### config.mk
export PLATFORM = sky130hd
export DESIGN_NAME = sync_updown_counter_flat
export DESIGN_NICKNAME = d
export VERILOG_FILES = /design/src/rtl/sync_updown_counter_pkg.sv /design/src/rtl/sync_updown_counter_if.sv /design/src/rtl/sync_updown_counter_t_cell.sv /design/src/rtl/sync_updown_counter.sv /design/src/flat_wrapper.sv
export SDC_FILE = /design/constraint.sdc
export NUM_CORES = 1
export LEC_CHECK = 0
export ABC_AREA = 1
export CELL_PAD_IN_SITES_DETAIL_PLACEMENT = 0
export CELL_PAD_IN_SITES_GLOBAL_PLACEMENT = 1
export CORE_AREA = 10 10 68 82
export DETAILED_ROUTE_END_ITERATION = 10
export DIE_AREA = 0 0 78 92
export GPL_ROUTABILITY_DRIVEN = 0
export PLACE_DENSITY_LB_ADDON = 0.1
export SETUP_SLACK_MARGIN = 0.4
export SLEW_MARGIN = 25
export SYNTH_ARGS = -nofsm -noshare
export SYNTH_HDL_FRONTEND = slang
export SYNTH_HIERARCHICAL = 1
export SYNTH_SLANG_ARGS = --single-unit
### constraint.sdc
create_clock -name CLK -period 1.7 [get_ports CLK]
set_input_delay 0.425 -clock CLK [delete_from_list [all_inputs] [get_ports CLK]]
set_output_delay 0.425 -clock CLK [all_outputs]
set_load 0.02 [all_outputs]
### src/rtl/sync_updown_counter_pkg.sv
// Shared definitions for the synchronous up/down modulo-N counter.
//   CNT_WRAP / CNT_SAT : encodings for the SATURATE parameter
//   max_count()        : highest legal count value for a given modulus
package counter_pkg;

    localparam int CNT_WRAP = 0;
    localparam int CNT_SAT  = 1;

    function automatic int max_count(input int modulus);
        return modulus - 1;
    endfunction

endpackage

### src/rtl/sync_updown_counter_if.sv
// Control/status bundle of one counter stage.
//   master : the stage's user (drives T, CARRY_IN, UP, LOAD, D, CLR_OVF)
//   slave  : the counter itself (drives COUNT, TC, CARRY_OUT, OVF)
interface sync_updown_counter_if #(
    parameter int WIDTH = 8
);
    logic             T;
    logic             CARRY_IN;
    logic             UP;
    logic             LOAD;
    logic [WIDTH-1:0] D;
    logic             CLR_OVF;
    logic [WIDTH-1:0] COUNT;
    logic             TC;
    logic             CARRY_OUT;
    logic             OVF;

    modport master (
        output T, CARRY_IN, UP, LOAD, D, CLR_OVF,
        input  COUNT, TC, CARRY_OUT, OVF
    );

    modport slave (
        input  T, CARRY_IN, UP, LOAD, D, CLR_OVF,
        output COUNT, TC, CARRY_OUT, OVF
    );
endinterface

### src/rtl/sync_updown_counter_t_cell.sv
// One counter bit: synchronous T flip-flop with load.
//   clk   : clock (rising edge)
//   rst_n : synchronous active-low clear
//   t     : toggle enable
//   load  : load strobe, wins over t
//   d     : load value
//   q     : registered bit
module sync_t_cell (
    input  logic clk,
    input  logic rst_n,
    input  logic t,
    input  logic load,
    input  logic d,
    output logic q
);
    logic q_d, q_q;

    always_comb begin
        q_d = q_q;
        if (load)
            q_d = d;
        else if (t)
            q_d = ~q_q;
    end

    always_ff @(posedge clk) begin
        if (!rst_n)
            q_q <= 1'b0;
        else
            q_q <= q_d;
    end

    assign q = q_q;
endmodule

### src/rtl/sync_updown_counter.sv
// Synchronous up/down modulo-MODULUS counter built from WIDTH T-cells.
//   CLK   : clock, all state changes on the rising edge
//   RST_N : synchronous active-low reset (COUNT=0, OVF=0)
//   bus   : slave side of the control/status bundle
//           inputs  T, CARRY_IN, UP, LOAD, D, CLR_OVF
//           outputs COUNT (reg), TC (comb), CARRY_OUT (comb), OVF (reg, sticky)
// SATURATE selects wrap (CNT_WRAP) or hold-and-flag (CNT_SAT) at the range ends.
module sync_updown_counter #(
    parameter int WIDTH    = 8,
    parameter int MODULUS  = 2**WIDTH,
    parameter int SATURATE = 0
) (
    input  logic CLK,
    input  logic RST_N,
    sync_updown_counter_if.slave bus
);
    import counter_pkg::*;

    generate
        if (MODULUS < 2 || MODULUS > 2**WIDTH) begin : g_bad_modulus
            $error("sync_updown_counter: MODULUS %0d out of range 2..2**WIDTH", MODULUS);
        end
    endgenerate

    // One extra bit so D > MAX_CNT and the end-of-range tests never rely on
    // natural WIDTH-bit rollover when MODULUS < 2**WIDTH.
    localparam logic [WIDTH:0] MAX_CNT = (WIDTH+1)'(max_count(MODULUS));
    localparam logic [WIDTH:0] ONE     = (WIDTH+1)'(1);

    logic [WIDTH-1:0] count_q, count_d, toggle;
    logic [WIDTH:0]   cnt_ext, load_ext, next_ext;
    logic             ovf_d, ovf_q;
    logic             step, at_max, at_zero, tc;
    logic             unused_msb;

    assign cnt_ext  = {1'b0, count_q};
    assign load_ext = {1'b0, bus.D};
    assign at_max   = (cnt_ext == MAX_CNT);
    assign at_zero  = (count_q == '0);
    assign step     = bus.T && bus.CARRY_IN && !bus.LOAD;

    always_comb begin
        next_ext = cnt_ext;
        ovf_d    = ovf_q;
        // Clear first so any set below in the same cycle takes precedence.
        if (bus.CLR_OVF)
            ovf_d = 1'b0;
        if (bus.LOAD) begin
            if (load_ext > MAX_CNT) begin
                next_ext = MAX_CNT;
                ovf_d    = 1'b1;
            end else begin
                next_ext = load_ext;
            end
        end else if (step) begin
            if (bus.UP) begin
                if (!at_max)                    next_ext = cnt_ext + ONE;
                else if (SATURATE == CNT_SAT)   ovf_d    = 1'b1;
                else                            next_ext = '0;
            end else begin
                if (!at_zero)                   next_ext = cnt_ext - ONE;
                else if (SATURATE == CNT_SAT)   ovf_d    = 1'b1;
                else                            next_ext = MAX_CNT;
            end
        end
    end

    assign count_d    = next_ext[WIDTH-1:0];
    assign unused_msb = next_ext[WIDTH];
    // Bits that change toggle; in load cycles the cells take count_d directly.
    assign toggle     = count_d ^ count_q;

    for (genvar i = 0; i < WIDTH; i++) begin : g_bit
        sync_t_cell u_cell (
            .clk   (CLK),
            .rst_n (RST_N),
            .t     (toggle[i]),
            .load  (bus.LOAD),
            .d     (count_d[i]),
            .q     (count_q[i])
        );
    end

    always_ff @(posedge CLK) begin
        if (!RST_N)
            ovf_q <= 1'b0;
        else
            ovf_q <= ovf_d;
    end

    assign tc            = bus.UP ? at_max : at_zero;
    assign bus.COUNT     = count_q;
    assign bus.TC        = tc;
    assign bus.CARRY_OUT = tc && step;
    assign bus.OVF       = ovf_q;
endmodule

### src/flat_wrapper.sv
// flat-port wrapper written by rule: the top's interface ports become plain ports
module sync_updown_counter_flat import counter_pkg::*;
#(
    parameter int WIDTH    = 8,
    parameter int MODULUS  = 2**WIDTH,
    parameter int SATURATE = 0
)
  (CLK, RST_N, bus_T, bus_CARRY_IN, bus_UP, bus_LOAD, bus_D, bus_CLR_OVF, bus_COUNT, bus_TC, bus_CARRY_OUT, bus_OVF);
  sync_updown_counter_if #(.WIDTH(WIDTH)) bus_i ();
  input  logic CLK;
  input  logic RST_N;
  input wire logic [$bits(bus_i.T)-1:0] bus_T;
  input wire logic [$bits(bus_i.CARRY_IN)-1:0] bus_CARRY_IN;
  input wire logic [$bits(bus_i.UP)-1:0] bus_UP;
  input wire logic [$bits(bus_i.LOAD)-1:0] bus_LOAD;
  input wire logic [$bits(bus_i.D)-1:0] bus_D;
  input wire logic [$bits(bus_i.CLR_OVF)-1:0] bus_CLR_OVF;
  output wire logic [$bits(bus_i.COUNT)-1:0] bus_COUNT;
  output wire logic [$bits(bus_i.TC)-1:0] bus_TC;
  output wire logic [$bits(bus_i.CARRY_OUT)-1:0] bus_CARRY_OUT;
  output wire logic [$bits(bus_i.OVF)-1:0] bus_OVF;
  assign bus_i.T = bus_T;
  assign bus_i.CARRY_IN = bus_CARRY_IN;
  assign bus_i.UP = bus_UP;
  assign bus_i.LOAD = bus_LOAD;
  assign bus_i.D = bus_D;
  assign bus_i.CLR_OVF = bus_CLR_OVF;
  assign bus_COUNT = bus_i.COUNT;
  assign bus_TC = bus_i.TC;
  assign bus_CARRY_OUT = bus_i.CARRY_OUT;
  assign bus_OVF = bus_i.OVF;
  sync_updown_counter #(.WIDTH(WIDTH), .MODULUS(MODULUS), .SATURATE(SATURATE)) u_core (.CLK(CLK), .RST_N(RST_N), .bus(bus_i));
endmodule
After elaboration in Yosys (flattened, before gate mapping):

Cells that the tools add are included.

* flip-flop bits (word level): 9
* bits in latches: 0
* RAM bits: 0
* memory bits (read-only): 0
* input bits: 15
* output and inout port bits: 11
* word-level logic and storage cells: 61
* memories: 0

* add/sub/neg operators: 2
* multipliers: 0
* div/mod/pow operators: 0
* order comparisons: 1
* equality and inequality tests: 1
* shift-type cells: 0
* mux-type cells: 26
* bitwise gates (word level): 9
* reductions and logical operators: 13

Operators by type and width (number)
* 8-bit two-way mux: 6
* 1-bit two-way mux: 20
* 2-bit nonzero test: 8
* 8-bit by 1-bit adder with 8-bit output, second input constant: 1
* 8-bit equality test, second input constant: 1
* 8-bit greater-than comparator, second input constant: 1
* 8-bit zero test: 1
* 1-bit inverter: 8
* 8-bit by 1-bit subtractor with 8-bit output, second input constant: 1
* 8-bit XOR: 1
* 1-bit logical AND: 3
* 1-bit zero test: 1

Depth between registers and ports, before layout:

Gate-level depths: netlist of the first run.

* depth in word-level cells: 8
* gate-level depth with buffers: 15
* mapped depth without buffers: 15

Hierarchy:

Netlist of the first run, hierarchy kept.

Modules (own cells, without submodules)
* sync_updown_counter: instances 1, cells an instance 149, area an instance 743.2 sq um, seq. area each 20.0 sq um
* sync_t_cell: instances 8, cells an instance 9, area an instance 52.6 sq um, seq. area each 20.0 sq um

Worst setup path before layout of the first run:

No wires, ideal clock.

* path kind: reg2out
* start: register u_core.g_bit[0].u_cell.q_q
* end: output port bus_CARRY_OUT
* arrival time: 1.596 ns
* required time: 1.275 ns
* path slack: -0.321 ns
* stages on the path, launching flop included: 7
* buffers on the path: 0
* cells stage by stage: dfxtp_1 inv_1 ha_1 nand3_2 nor2_2 nand2_1 a21boi_0

* cells in the longest elaborated chain, start to end: 3
* elaborated cells on any way between the ends: 4
* those cells by class: eq/ne (1); mux (1); reduce/logical (2)

Ends and longest elaborated chain
* from (decl): RTL line sync_updown_counter_t_cell.sv:16 `logic q_d, q_q;`
* from (signal assigned): RTL line sync_updown_counter_t_cell.sv:30 `q_q <= q_d;`
* 8-bit equality test or 8-bit zero test (tied branches): RTL line sync_updown_counter.sv:38, sync_updown_counter.sv:39
* 1-bit two-way mux (*): RTL line sync_updown_counter.sv:91 `assign tc = bus.UP ? at_max : at_zero;`
* 1-bit logical AND (*): RTL line sync_updown_counter.sv:94 `assign bus.CARRY_OUT = tc && step;`
* to (decl): RTL line flat_wrapper.sv:20 `output wire logic [$bits(bus_i.CARRY_OUT)-1:0] bus_CARRY_OUT;`

Every way passes the cells marked *; elsewhere a longest branch is shown, timed or not.

Worst setup path after layout of the first run:

* start: register u_core.g_bit[1].u_cell.q_q
* end: register u_core.g_bit[2].u_cell.q_q

* cells in the longest elaborated chain, start to end: 7
* elaborated cells on any way between the ends: 12
* those cells by class: add/sub (2); eq/ne (1); mux (6); bitwise (1); reduce/logical (2)

Ends and longest elaborated chain
* from (decl): RTL line sync_updown_counter_t_cell.sv:16
* from (signal assigned): RTL line sync_updown_counter_t_cell.sv:30
* 8-bit by 1-bit subtractor with 8-bit output, or another cell as far along: RTL line sync_updown_counter.sv:61 `if (!at_zero) next_ext = cnt_ext - ONE;`
* 8-bit two-way mux (on tied branches): RTL line sync_updown_counter.sv:61, sync_updown_counter.sv:57
* 8-bit two-way mux (*): RTL line sync_updown_counter.sv:56 `if (bus.UP) begin`
* 8-bit two-way mux (*): RTL line sync_updown_counter.sv:55 `end else if (step) begin`
* 8-bit two-way mux (*): RTL line sync_updown_counter.sv:48 `if (bus.LOAD) begin`
* via u_core.next_ext[2]: RTL line sync_updown_counter.sv:31 `logic [WIDTH:0] cnt_ext, load_ext, next_ext;`
* 8-bit XOR (*): RTL line sync_updown_counter.sv:71 `assign toggle = count_d ^ count_q;`
* via u_core.toggle[2]: RTL line sync_updown_counter.sv:30 `logic [WIDTH-1:0] count_q, count_d, toggle;`
* 2-bit nonzero test (no line) (*)
* to (signal assigned): RTL line sync_updown_counter_t_cell.sv:30
* to (decl): RTL line sync_updown_counter_t_cell.sv:16

Mark *: on every way through the listed nets, which the timed path passes. The rest lies on a longest branch.
A chain may end at the register's enable or synchronous reset.

==> results of run 1 <==
[per-layer routing]
| layer | up-vias | global-route usage, % | share of wire (%) |
|---|---|---|---|
| li1 | 825 | - | - |
| met1 | 655 | 13.0 | 43 |
| met2 | 22 | 22.0 | 52 |
| met3 | 5 | 3.32 | 4.1 |
| met4 | 0 | 5.24 | 1.5 |
| met5 | - | 0 | 0 |
[path summary, 6_finish.rpt]
path                                          from                                     to  slack [ns]  cells past startpoint
min                      u_core/bus.OVF$_SDFF_PN0_              u_core/bus.OVF$_SDFF_PN0_        0.43                      2
min reg2reg              u_core/bus.OVF$_SDFF_PN0_              u_core/bus.OVF$_SDFF_PN0_        0.43                      2
max          u_core/g_bit[1].u_cell/q$_SDFFE_PN0P_  u_core/g_bit[2].u_cell/q$_SDFFE_PN0P_       -0.12                     15
max reg2reg  u_core/g_bit[1].u_cell/q$_SDFFE_PN0P_  u_core/g_bit[2].u_cell/q$_SDFFE_PN0P_       -0.12                     15
[state kept, by name, summed over array words and instances, names as in the netlist]
register and flops:
u_core/g_bit.u_cell/q 8, u_core/bus.OVF 1
[area by class of cell]
class | instances | area (sq um)
Timing Repair Buffer | 69 | 679
Inverter | 45 | 176
Sequential cell | 9 | 208
Multi-Input combinational cell | 163 | 963
Clock buffer | 3 | 41.3
Clock inverter | 1 | 5.00
Tap cell | 56 | 70.1
Fill cell | 460 | 1920
[kinds of logic after synthesis]
logic type,count (synthesis)
simple gates,117
buf+inv,49
compound gates,37
flops,9
xor+xnor,6
fa+ha+maj,3
[critical path, cell delays in order, from the launching register on]
cell and delay (ns):
dfxtp_4 0.38, inv_4 0.04, ha_4 0.15, nand3_4 0.08, nor2_4 0.04, buf_6 0.11
nor2_4 0.18, buf_4 0.15, nand3_2 0.05, nand3_2 0.06, nand2_2 0.07, xor2_2 0.14
inv_1 0.05, nand2_1 0.06, nand2_1 0.05, a21oi_1 0.11
[report_power, final]
group | switching [uW] | leakage, uW | total [uW] | internal [uW]
logic | 397 | 0.000977 | 785 | 388
clock network | 111 | 0.0000255 | 273 | 162
registers | 37.1 | 0.0000790 | 276 | 239
total | 545 | 0.00108 | 1330 | 789
[through the flow]
stage                     cell area, sq um  hold WS, ns  std cells  total power [uW]
final                                 2140        0.430        346              1330
after global routing                  2140        0.480        346              1450
after CTS                             1990        0.437        339              1270
after detailed placement              1760        0.425        329               921
after global placement                1760        0.418        329               920
after floorplan                       1240        0.497        221               660
[repair_timing]
| item | 4_1_cts | 5_1_grt |
|---|---|---|
| resized for setup | 92 | 29 |
| buffers inserted | 5 | 7 |
| pin swaps | 18 | 23 |
| endpoints found under the setup margin | 19 | 17 |
| cloned | 1 | 0 |
[placed cells by master (no fill, tap or decap), types with 4 or more instances in the layout]
| master | count |
|---|---|
| buf_6 | 19 |
| xor2_1 | 4 |
| inv_1 | 38 |
| inv_2 | 4 |
| nor3_1 | 4 |
| nand3_2 | 7 |
| nor2_1 | 12 |
| nand3_1 | 12 |
| o21ai_2 | 4 |
| nor2_4 | 4 |
| nand2_2 | 10 |
| o21ai_0 | 11 |
| a21oi_2 | 5 |
| clkdlybuf4s50_1 | 10 |
| a21oi_1 | 10 |
| buf_4 | 31 |
| nand2_1 | 62 |
| dfxtp_4 | 7 |
==> reports/qor.csv, run 1 <==
stage,metric,value,unit
run_status,status,"finished, violations left",
run_status,violations,negative setup slack,
critical_path,worst_ep_required_time,1.87,ns
critical_path,cp.arrival,2.00,ns
grt,grt_usage,12.2,%
logic_synthesis,synth_cells,221,
sta,worstMarginPinSlew,0.241,ns
floorplan,design.die.area,7180,sq um
clock_network,ctsLongestPathBuffers,2,
routing,routed_via_density,4.36,
grt,grt_remaining_overflow,0,
worst_hold_path,hold_path.class,reg -> reg,
clock_network,cts_made_buffers,3,
layout,drive_above_1_share,40.0,%
logic_synthesis,synth.cell_area,1160,sq um
sta,fin_worst_skew,0.00240,ns
logic_synthesis,synth_top_area_share,23.2,%
logic_synthesis,yosys.cell_count.top_type,nand2_1,
routing,route.detailed.drc,0,
critical_path,criticalPathCategory,reg -> reg,
logic_synthesis,synth.area.mux_share,0,%
floorplan,design.core.area,4070,sq um
clock_network,clock_latency,0.25,ns
routing,wl_per_cell,11.9,microns
logic_synthesis,synth_cell_types,26,
sta,setup_viol,9,
placement,dpl_worst_slack,-0.604,ns
clock_network,root_buffer,clkbuf_8,
critical_path,critPathLaunchType,flop,
clock_network,clk_pin_slew_worst_paths,0.05,ns
grt,grt_pass1_wl,7040,microns
sta,hold_violations,0,
sta,finalWorstSetupSlack,-0.121,ns
power_and_ir_drop,ir_drop,0.320,mV
grt,grt_max_degree,11,
floorplan,die_x,78,microns
sta,finalCriticalPeriod,1.82,ns
routing,num_vias,1507,
power_and_ir_drop,power_density,622,nW/um^2
logic_synthesis,yosysWarnings,6,
floorplan,row_count,26,
sta,rsz0062_at_grt,true,
routing,antenna_left,0,
run,cap_violations,0,
routing,dr.pass1.iters,4,
floorplan,initial_utilization,28.6,%
logic_synthesis,synth-async-reset-ratio,0,%
logic_synthesis,yosys.area_share.simple,43.1,%
sta,fmax,549,MHz
layout,syn2layout_area_growth,84.2,%
logic_synthesis,synth_seq_area_share,15.5,%
power_and_ir_drop,p_leak,0.00108,uW
grt,antenna_found_initial,0,
clock_network,ctsHoldBuffers,0,
placement,io_buffers,25,
logic_synthesis,synth_nets,239,
logic_synthesis,synthXorXnorAreaFrac,4.52,%
floorplan,dieHeight,92,microns
sta,slew_headroom,83.9,%
layout,nets,309,
sta,slew_viol_final,0,
layout,antenna_cells,0,
critical_path,cp_max_fo,6,
critical_path,cp-end-kind,flop,
clock_network,numClockSinks,9,
logic_synthesis,yosys_register_bits,9,
logic_synthesis,synth_common_cells,"72 x nand2_1, 42 x inv_1, 19 x nand3_1",
clock_network,cts_max_level,1,
grt,grt_pass1_vias,1489,
routing,drtIter0Drc,53,
sta,final.setup.tns,-0.558,ns
logic_synthesis,synth.area.top_cells,"nand2_1 23%, dfxtp_1 15%, inv_1 14%, nand3_1 8.2%, a21oi_1 6.5%",
routing,routed_wl,4130,microns
logic_synthesis,synth_compound_area_share,17.0,%
logic_synthesis,synth_enable_flop_cells,0,
floorplan,pin_count,26,
logic_synthesis,yosys.area_share.adder,3.23,%
placement,hpwl,3030,microns
sta,period_share,107,%
logic_synthesis,synth_top_family_by_area,simple AND/OR/NAND/NOR gates,
logic_synthesis,avgSynthCellArea,5.27,sq um
logic_synthesis,yosysTopAreaCell,nand2_1,
layout,fin_util,52.7,%
clock_network,cts_tree,done,
logic_synthesis,ys.flop_type,dfxtp_1,
No activity file was read; power rests on OpenSTA's default activity.
==> inputs of run 2 (changes only) <==
Settings changed: MAX_ROUTING_LAYER from default to met4.
==> reports/qor.csv, run 2 (same netlist as run 1, synthesis figures left out) <==
stage,metric,value,unit,change
sta,period_share,107,%,about the same
power_and_ir_drop,ir_drop,0.320,mV,about the same
clock_network,clk_pin_slew_worst_paths,0.05,ns,about the same
run_status,violations,negative setup slack,,
placement,dpl_worst_slack,-0.604,ns,unchanged
critical_path,worst_ep_required_time,1.88,ns,about the same
floorplan,die_x,78,microns,unchanged
layout,multi_input_area,963,sq um,unchanged
routing,dr.pass1.iters,4,,unchanged
layout,antenna_cells,0,,unchanged
grt,antenna_found_initial,0,,unchanged
run_status,status,"finished, violations left",,
floorplan,dieHeight,92,microns,unchanged
critical_path,cp_max_fo,6,,unchanged
critical_path,worstRegToRegCells,15,,unchanged
grt,grt_max_degree,11,,unchanged
clock_network,ctsLongestPathBuffers,2,,unchanged
critical_path,crit_path_end,u_core/g_bit[2].u_cell/q$_SDFFE_PN0P_,,
grt,grt_remaining_overflow,0,,unchanged
placement,io_buffers,25,,unchanged
critical_path,cp-end-kind,flop,,
critical_path,reg2reg_to,u_core/g_bit[2].u_cell/q$_SDFFE_PN0P_,,
routing,antenna_left,0,,unchanged
placement,placed_cell_area,1760,sq um,unchanged
layout,fillCellCount,460,,unchanged
routing,num_vias,1507,,unchanged
clock_network,numClockSinks,9,,unchanged
floorplan,row_count,26,,unchanged
floorplan,pin_count,26,,unchanged
sta,slew_headroom,83.6,%,-0.27 points
routing,routed_via_density,4.36,,unchanged
floorplan,design.die.area,7180,sq um,unchanged
layout,largest_register_ffs,8,,unchanged
layout,layout_commonest_cell,nand2_1,,
clock_network,ctsHoldBuffers,0,,unchanged
routing,route.detailed.drc,0,,unchanged
critical_path,cp.arrival,2.00,ns,about the same
layout,final_cell_mix,"62 x nand2_1, 38 x inv_1, 31 x buf_4, 19 x buf_6",,
power_and_ir_drop,power_density,623,nW/um^2,+0.11%
sta,hold_violations,0,,unchanged
layout,syn2layout_area_growth,84.2,%,unchanged
worst_hold_path,hold_path.class,reg -> reg,,
routing,drtIter0Drc,53,,unchanged
sta,slew_viol_final,0,,unchanged
layout,final_area,2140,sq um,unchanged
critical_path,reg2reg_slack,-0.12,ns,about the same
routing,routed_wl,4150,microns,+0.51%
run,cap_violations,0,,unchanged
sta,finalWorstSetupSlack,-0.121,ns,+0.00000500 ns
grt,grt_usage,12.5,%,+0.35 points
layout,nets,309,,unchanged
power_and_ir_drop,p_leak,0.00108,uW,unchanged
grt,grt_pass1_wl,7040,microns,about the same
layout,drive_above_1_share,40.0,%,unchanged
sta,fin_worst_skew,0.00271,ns,+0.000312 ns
clock_network,cts_made_buffers,3,,unchanged
clock_network,root_buffer,clkbuf_8,,
sta,rsz0062_at_grt,true,,
routing,wl_per_cell,12.0,microns,+0.51%
critical_path,criticalPathCategory,reg -> reg,,
placement,hpwl,3030,microns,unchanged
layout,regArea,208,sq um,unchanged
clock_network,cts_max_level,1,,unchanged
sta,setup_viol,9,,unchanged
clock_network,clock_latency,0.25,ns,about the same
sta,fmax,549,MHz,about the same
critical_path,worstSetupStartpoint,u_core/g_bit[1].u_cell/q$_SDFFE_PN0P_,,
sta,finalCriticalPeriod,1.82,ns,-0.00000500 ns
floorplan,initial_utilization,28.6,%,unchanged
critical_path,rr_startpoint,u_core/g_bit[1].u_cell/q$_SDFFE_PN0P_,,
sta,worstMarginPinSlew,0.246,ns,+0.00487 ns
floorplan,design.core.area,4070,sq um,unchanged
clock_network,cts_tree,done,,
critical_path,critPathLaunchType,flop,,
grt,grt_pass1_vias,1490,,+0.067%
run 2: cell counts in the layout (fill, tap and decap cells not counted):
No cell type changed its count.
run 2: final cells by class:
type                            instances  area share [%]
Multi-Input combinational cell        163            45.0
Timing Repair Buffer                   69            31.7
Sequential cell                         9            9.69
Inverter                               45            8.23
Tap cell                               56            3.27
Clock buffer                            3            1.93
Clock inverter                          1           0.234
run 2: report_power, final:
| part | internal, uW | switching (uW) |
|---|---|---|
| Clock | 162 | 112 |
| Combinational | 388 | 398 |
| Sequential | 239 | 37.1 |
| Total | 789 | 547 |
run 2: per-layer routing:
metal / global-route usage (%) / wire length (microns) / vias up
met5: - / 0 / -
met4: 5.24 / 63 / 0
met3: 2.93 / 141 / 5
met2: 22.0 / 2150 / 22
met1: 13.2 / 1800 / 656
li1: - / - / 824
run 2: repair_timing:
item	4_1_cts	5_1_grt
cloned	1	0
endpoints found under the setup margin	19	17
resized for setup	92	29
pin swaps	18	23
buffers inserted	5	7
endpoints found under the hold margin	0	0
run 2: how the worst min path moves through the flow:
stage | depth (start not counted) | slack, ns | from | end
floorplan | 1 | 0.50 | bus_CLR_OVF | u_core/bus.OVF$_SDFF_PN0_
global placement | 2 | 0.42 | u_core/bus.OVF$_SDFF_PN0_ | u_core/bus.OVF$_SDFF_PN0_
detailed placement | 2 | 0.42 | u_core/bus.OVF$_SDFF_PN0_ | u_core/bus.OVF$_SDFF_PN0_
CTS | 2 | 0.44 | u_core/bus.OVF$_SDFF_PN0_ | u_core/bus.OVF$_SDFF_PN0_
global route | 2 | 0.48 | u_core/bus.OVF$_SDFF_PN0_ | u_core/bus.OVF$_SDFF_PN0_
finish | 2 | 0.43 | u_core/bus.OVF$_SDFF_PN0_ | u_core/bus.OVF$_SDFF_PN0_
run 2: worst max-delay path, stage by stage, from the launching register on:
cell,delay (ns)
dfxtp_4,0.38
inv_4,0.04
ha_4,0.15
nand3_4,0.08
nor2_4,0.04
buf_6,0.11
nor2_4,0.18
buf_4,0.15
nand3_2,0.05
nand3_2,0.06
nand2_2,0.07
xor2_2,0.14
inv_1,0.05
nand2_1,0.06
nand2_1,0.05
a21oi_1,0.11
run 2: stage by stage:
stage	setup TNS, ns	hold slack (ns)	cells	total power [uW]	util (%)
after floorplan	0	0.497	221	660	-
after global placement	-4.62	0.418	329	920	43.4
after detailed placement	-4.70	0.425	329	921	43.4
after CTS	-0.587	0.437	339	1270	48.8
after global routing	-1.75	0.480	346	1450	52.7
final	-0.580	0.430	346	1340	52.7
==> inputs of run 3 (changes only) <==
Settings changed: MAX_ROUTING_LAYER met4 to default, SKIP_CTS_REPAIR_TIMING from default to 1.
==> reports/qor.csv, run 3 (same netlist as run 1, synthesis figures left out) <==
stage,metric,value,unit,change
run_status,status,"finished, violations left",,
run_status,violations,negative setup slack,,
layout,antenna_cells,0,,unchanged
routing,route.detailed.drc,0,,unchanged
sta,final.setup.tns,-0.632,ns,-0.0525 ns
sta,worstMarginPinSlew,0.257,ns,+0.0115 ns
placement,hpwl,3030,microns,unchanged
critical_path,critPathSlowestCell,dfxtp_4,,
floorplan,die_x,78,microns,unchanged
routing,drtIter0Drc,72,,+36%
grt,grt_util_met1,12.2,%,-0.95 points
floorplan,design.die.area,7180,sq um,unchanged
routing,routed_via_density,4.44,,+2.0%
clock_network,cts_tree,done,,
critical_path,cp_max_fo,6,,unchanged
critical_path,cp.arrival,1.98,ns,-0.02 ns
critical_path,worst_ep_required_time,1.87,ns,about the same
routing,routed_wl,3960,microns,-4.6%
layout,largest_register_ffs,8,,unchanged
layout,nets,302,,-2.3%
sta,fin_worst_skew,0.00226,ns,-0.000454 ns
layout,drive_above_1_share,41.7,%,+1.7 points
sta,setup_viol,8,,-1
critical_path,cp-end-kind,flop,,
grt,grt_pass1_wl,6590,microns,-6.4%
floorplan,row_count,26,,unchanged
grt,grt_usage,11.1,%,-1.4 points
critical_path,cpLargestDelayFamily,simple AND/OR/NAND/NOR gates,,
clock_network,root_buffer,clkbuf_8,,
routing,antenna_left,0,,unchanged
floorplan,dieHeight,92,microns,unchanged
floorplan,initial_utilization,28.6,%,unchanged
routing,num_vias,1506,,-0.066%
sta,period_share,106,%,-0.98 points
placement,placed_cell_area,1760,sq um,unchanged
layout,fillCellCount,450,,-2.2%
clock_network,clk_pin_slew_worst_paths,0.05,ns,about the same
sta,slew_headroom,82.7,%,-0.93 points
grt,grt_pass1_vias,1430,,-4.0%
sta,rsz0062_at_grt,true,,
layout,final_cells,339,,-2.0%
power_and_ir_drop,finalPower,1310,uW,-2.0%
placement,io_buffers,25,,unchanged
critical_path,critPathLaunchType,flop,,
power_and_ir_drop,ir_drop,0.334,mV,+4.3%
grt,met3_usage,3.52,%,+0.59 points
clock_network,cts_made_buffers,3,,unchanged
sta,fmax,554,MHz,+0.92%
clock_network,clock_latency,0.24,ns,about the same
critical_path,crit_buf_inv,3,,-1
sta,hold_violations,0,,unchanged
sta,finalCriticalPeriod,1.80,ns,-0.0166 ns
floorplan,design.core.area,4070,sq um,unchanged
routing,dr.pass1.iters,6,,+2
layout,layout_commonest_cell,nand2_1,,
routing,wl_per_cell,11.7,microns,-2.7%
grt,antenna_found_initial,0,,unchanged
worst_hold_path,hold_path.class,reg -> reg,,
placement,dpl_worst_slack,-0.604,ns,unchanged
critical_path,crit_path_max_incr_delay,0.38,ns,about the same
grt,grt_max_degree,21,,+10
placement,place_inst,329,,unchanged
grt,grt_util_met2,20.2,%,-1.8 points
layout,syn2layout_area_growth,78.9,%,
run,cap_violations,0,,unchanged
grt,grt_remaining_overflow,0,,unchanged
clock_network,ctsLongestPathBuffers,2,,unchanged
critical_path,crit_chain,"inv_4, ha_4, nand3_4, nor2_4, buf_6, nor2_4, nand3_2, o21ai_2, nand2_1, nand2_1, nand2_1, nand2_2, inv_2, nand2_2, nand2_2, a21oi_2",,
floorplan,pin_count,26,,unchanged
clock_network,numClockSinks,9,,unchanged
clock_network,cts_max_level,1,,unchanged
power_and_ir_drop,p_leak,0.00107,uW,-0.95%
sta,slew_viol_final,0,,unchanged
power_and_ir_drop,power_density,629,nW/um^2,+0.87%
grt,top_usage_layer,met2,,
layout,final_cell_mix,"56 x nand2_1, 36 x inv_1, 31 x buf_4, 16 x nand2_2, 14 x buf_6",,
sta,finalWorstSetupSlack,-0.104,ns,+0.0166 ns
layout,final_area,2080,sq um,-2.9%
critical_path,criticalPathCategory,reg -> reg,,
run 3: area by class of cell:
| class | instances | area [sq um] | share of cell area, % |
|---|---|---|---|
| timing repair buffer | 62 | 588 | 28.2 |
| clock inverter | 1 | 5.00 | 0.240 |
| multi-input combinational | 163 | 996 | 47.8 |
| sequential | 9 | 208 | 9.98 |
| tap | 56 | 70.1 | 3.37 |
| inverter | 45 | 174 | 8.35 |
| clock buffer | 3 | 41.3 | 1.98 |
run 3: path summary, 6_finish.rpt:
| path | startpoint | to | cells past startpoint | slack, ns |
|---|---|---|---|---|
| max | u_core/g_bit[1].u_cell/q$_SDFFE_PN0P_ | u_core/g_bit[6].u_cell/q$_SDFFE_PN0P_ | 16 | -0.10 |
| min | u_core/bus.OVF$_SDFF_PN0_ | u_core/bus.OVF$_SDFF_PN0_ | 2 | 0.43 |
| max reg2reg | u_core/g_bit[1].u_cell/q$_SDFFE_PN0P_ | u_core/g_bit[6].u_cell/q$_SDFFE_PN0P_ | 16 | -0.10 |
| min reg2reg | u_core/bus.OVF$_SDFF_PN0_ | u_core/bus.OVF$_SDFF_PN0_ | 2 | 0.43 |
run 3: layer usage:
metal,routed length [microns],vias up
met2,2030,27
met4,67,0
met1,1680,659
met5,0,-
met3,173,4
li1,-,816
run 3: worst min-delay path: stages (launching register included):
cell and delay [ns]:
dfxtp_1 0.30, nand2_1 0.05, nor2_1 0.03
run 3: report_power, final:
part,internal [uW],switching [uW],leakage [uW]
Clock,162,106,0.0000255
Sequential,239,38.4,0.0000790
Combinational,365,398,0.000967
Total,766,543,0.00107
run 3: stage by stage:
step	util [%]	hold WS [ns]
floorplan	-	0.497
global placement	43.4	0.418
detailed placement	43.4	0.425
CTS	44.5	0.437
global route	51.2	0.477
finish	51.2	0.427
==> RTL edit (flow settings as in run 1) <==
`WIDTH` is set to 8 in 3 places; all go to 7.
--- a/src/rtl/sync_updown_counter_if.sv
+++ b/src/rtl/sync_updown_counter_if.sv
@@ -4,3 +4,3 @@
 interface sync_updown_counter_if #(
-    parameter int WIDTH = 8
+    parameter int WIDTH = 7
 );
--- a/src/rtl/sync_updown_counter.sv
+++ b/src/rtl/sync_updown_counter.sv
@@ -8,3 +8,3 @@
 module sync_updown_counter #(
-    parameter int WIDTH    = 8,
+    parameter int WIDTH    = 7,
     parameter int MODULUS  = 2**WIDTH,
--- a/src/flat_wrapper.sv
+++ b/src/flat_wrapper.sv
@@ -3,3 +3,3 @@
 #(
-    parameter int WIDTH    = 8,
+    parameter int WIDTH    = 7,
     parameter int MODULUS  = 2**WIDTH,
Ports: changed (resized bus_COUNT and bus_D); port bits go from 26 to 24. No check against the original RTL was run, so the function may have changed too.
==> RTL edit against run 1 <==
  * The run still ends with negative setup slack left
  * Sequential cell count down 1
  * Area after synthesis down 8.4%
  * Worst setup slack got worse by 8.2 ps
  * Wire length decreased by 9.5%
  * Synthesized cell count fell by 11%
  * Non-clock buffer count is 12 lower
  * Final area is 13% lower
  * Clock power decreased by 5%
  * Total power fell by 14%
  * Largest cell class unchanged
  * Highest routed layer unchanged
==> RTL edit: results (changes against run 1) <==
post-layout worst setup margin - -129 ps (-8.18 ps)
routing usage on met1 - 10.1% (-2.9 points)
LEAKAGE - 0.000920 uW (-15%)
Total Power - 1140 uW (-14%)
synth unique cells - 25 (-3.8%)
wl on met1 - 1450 um (-18%)
switching share of power - 40.4% (-0.45 points)
status - finished with violations
final clock skew - 5.21 ps (+2.81 ps)
largest net degree at the start of global routing - 10 (-1)
Placed Cells - 297 (-9.7%)
share of post-route cells with drive strength above 1 - 38.7% (-1.3 points)
R2R depth - 17 (+2)
Layout Cell Area excl Fill - 1860 um^2 (-13%)
failing checks - negative setup slack
max FFs per register - 7 (-1)
pre-CTS WS - -693 ps (-89.1 ps)
storage element area - 184 um^2 (-11%)
Final nets - 271 (-12%)
CP top delay family - flip-flops
area fraction in compound gates after synthesis - 16.0% (-1.0 points)
via count - 1367 (-9.3%)
PortBufs - 23 (-8.0%)
num sequential - 8 (-1)
Syn Nets - 214 (-10%)
Multi-In Gates - 145 (-11%)
Clk pwr share - 22.6% (+2.2 points)
inverters - 39 (-13%)
clock buffers - 4 (+1)
met3 WL - 138 um (-18%)
fraction of area in multi-input gates - 46.6% (+1.6 points)
filler instances - 444 (-3.5%)
GR Layer Usage met2 - 22.2% (+0.21 points)
register area share after synthesis - 15.0% (-0.46 points)
# setup viols final - 4 (-5)
Global Route met3 Usage - 2.93% (-0.39 points)
Max rail drop VDD - 366 uV (+14%)
sequential power - 245 uW (-11%)
ranking of synthesized cells by area - nand2_1 (24%), dfxtp_1 (15%), inv_1 (13%)
GRT Total Usage - 10.6% (-1.6 points)
Signal buf overhead - 29.2% (-2.5 points)
-- RTL edit: cell count changes in the layout (fill, tap and decap cells not counted), sizes merged, moves of 3 or more --
cell,before,now
inv,45,39
buf,53,43
nand2,73,70
o21ai,18,14
nand3,20,15
nor3,4,0
nor2,18,14
nand4,1,5
-- RTL edit: worst register-to-register path: stages (launching register included) --
cell	delay, ps
dfxtp_4	360
inv_4	70
ha_4	120
inv_2	30
nor2_2	80
nand3_2	90
buf_4	160
nand4_1	80
nand2_1	60
nand2_1	80
nand2_2	60
nand2_1	80
nand2_1	50
nand2_1	80
inv_1	40
nand2_1	50
nand2_1	40
a21oi_1	110
-- RTL edit: worst paths after layout --
check / start / end / slack (ps)
worst max-delay path: u_core/g_bit[0].u_cell/q / bus_CARRY_OUT / -130
worst min-delay path: u_core/bus.OVF / u_core/bus.OVF / 430
worst max register to register: u_core/g_bit[0].u_cell/q / u_core/g_bit[4].u_cell/q / -20
worst min register to register: u_core/bus.OVF / u_core/bus.OVF / 430
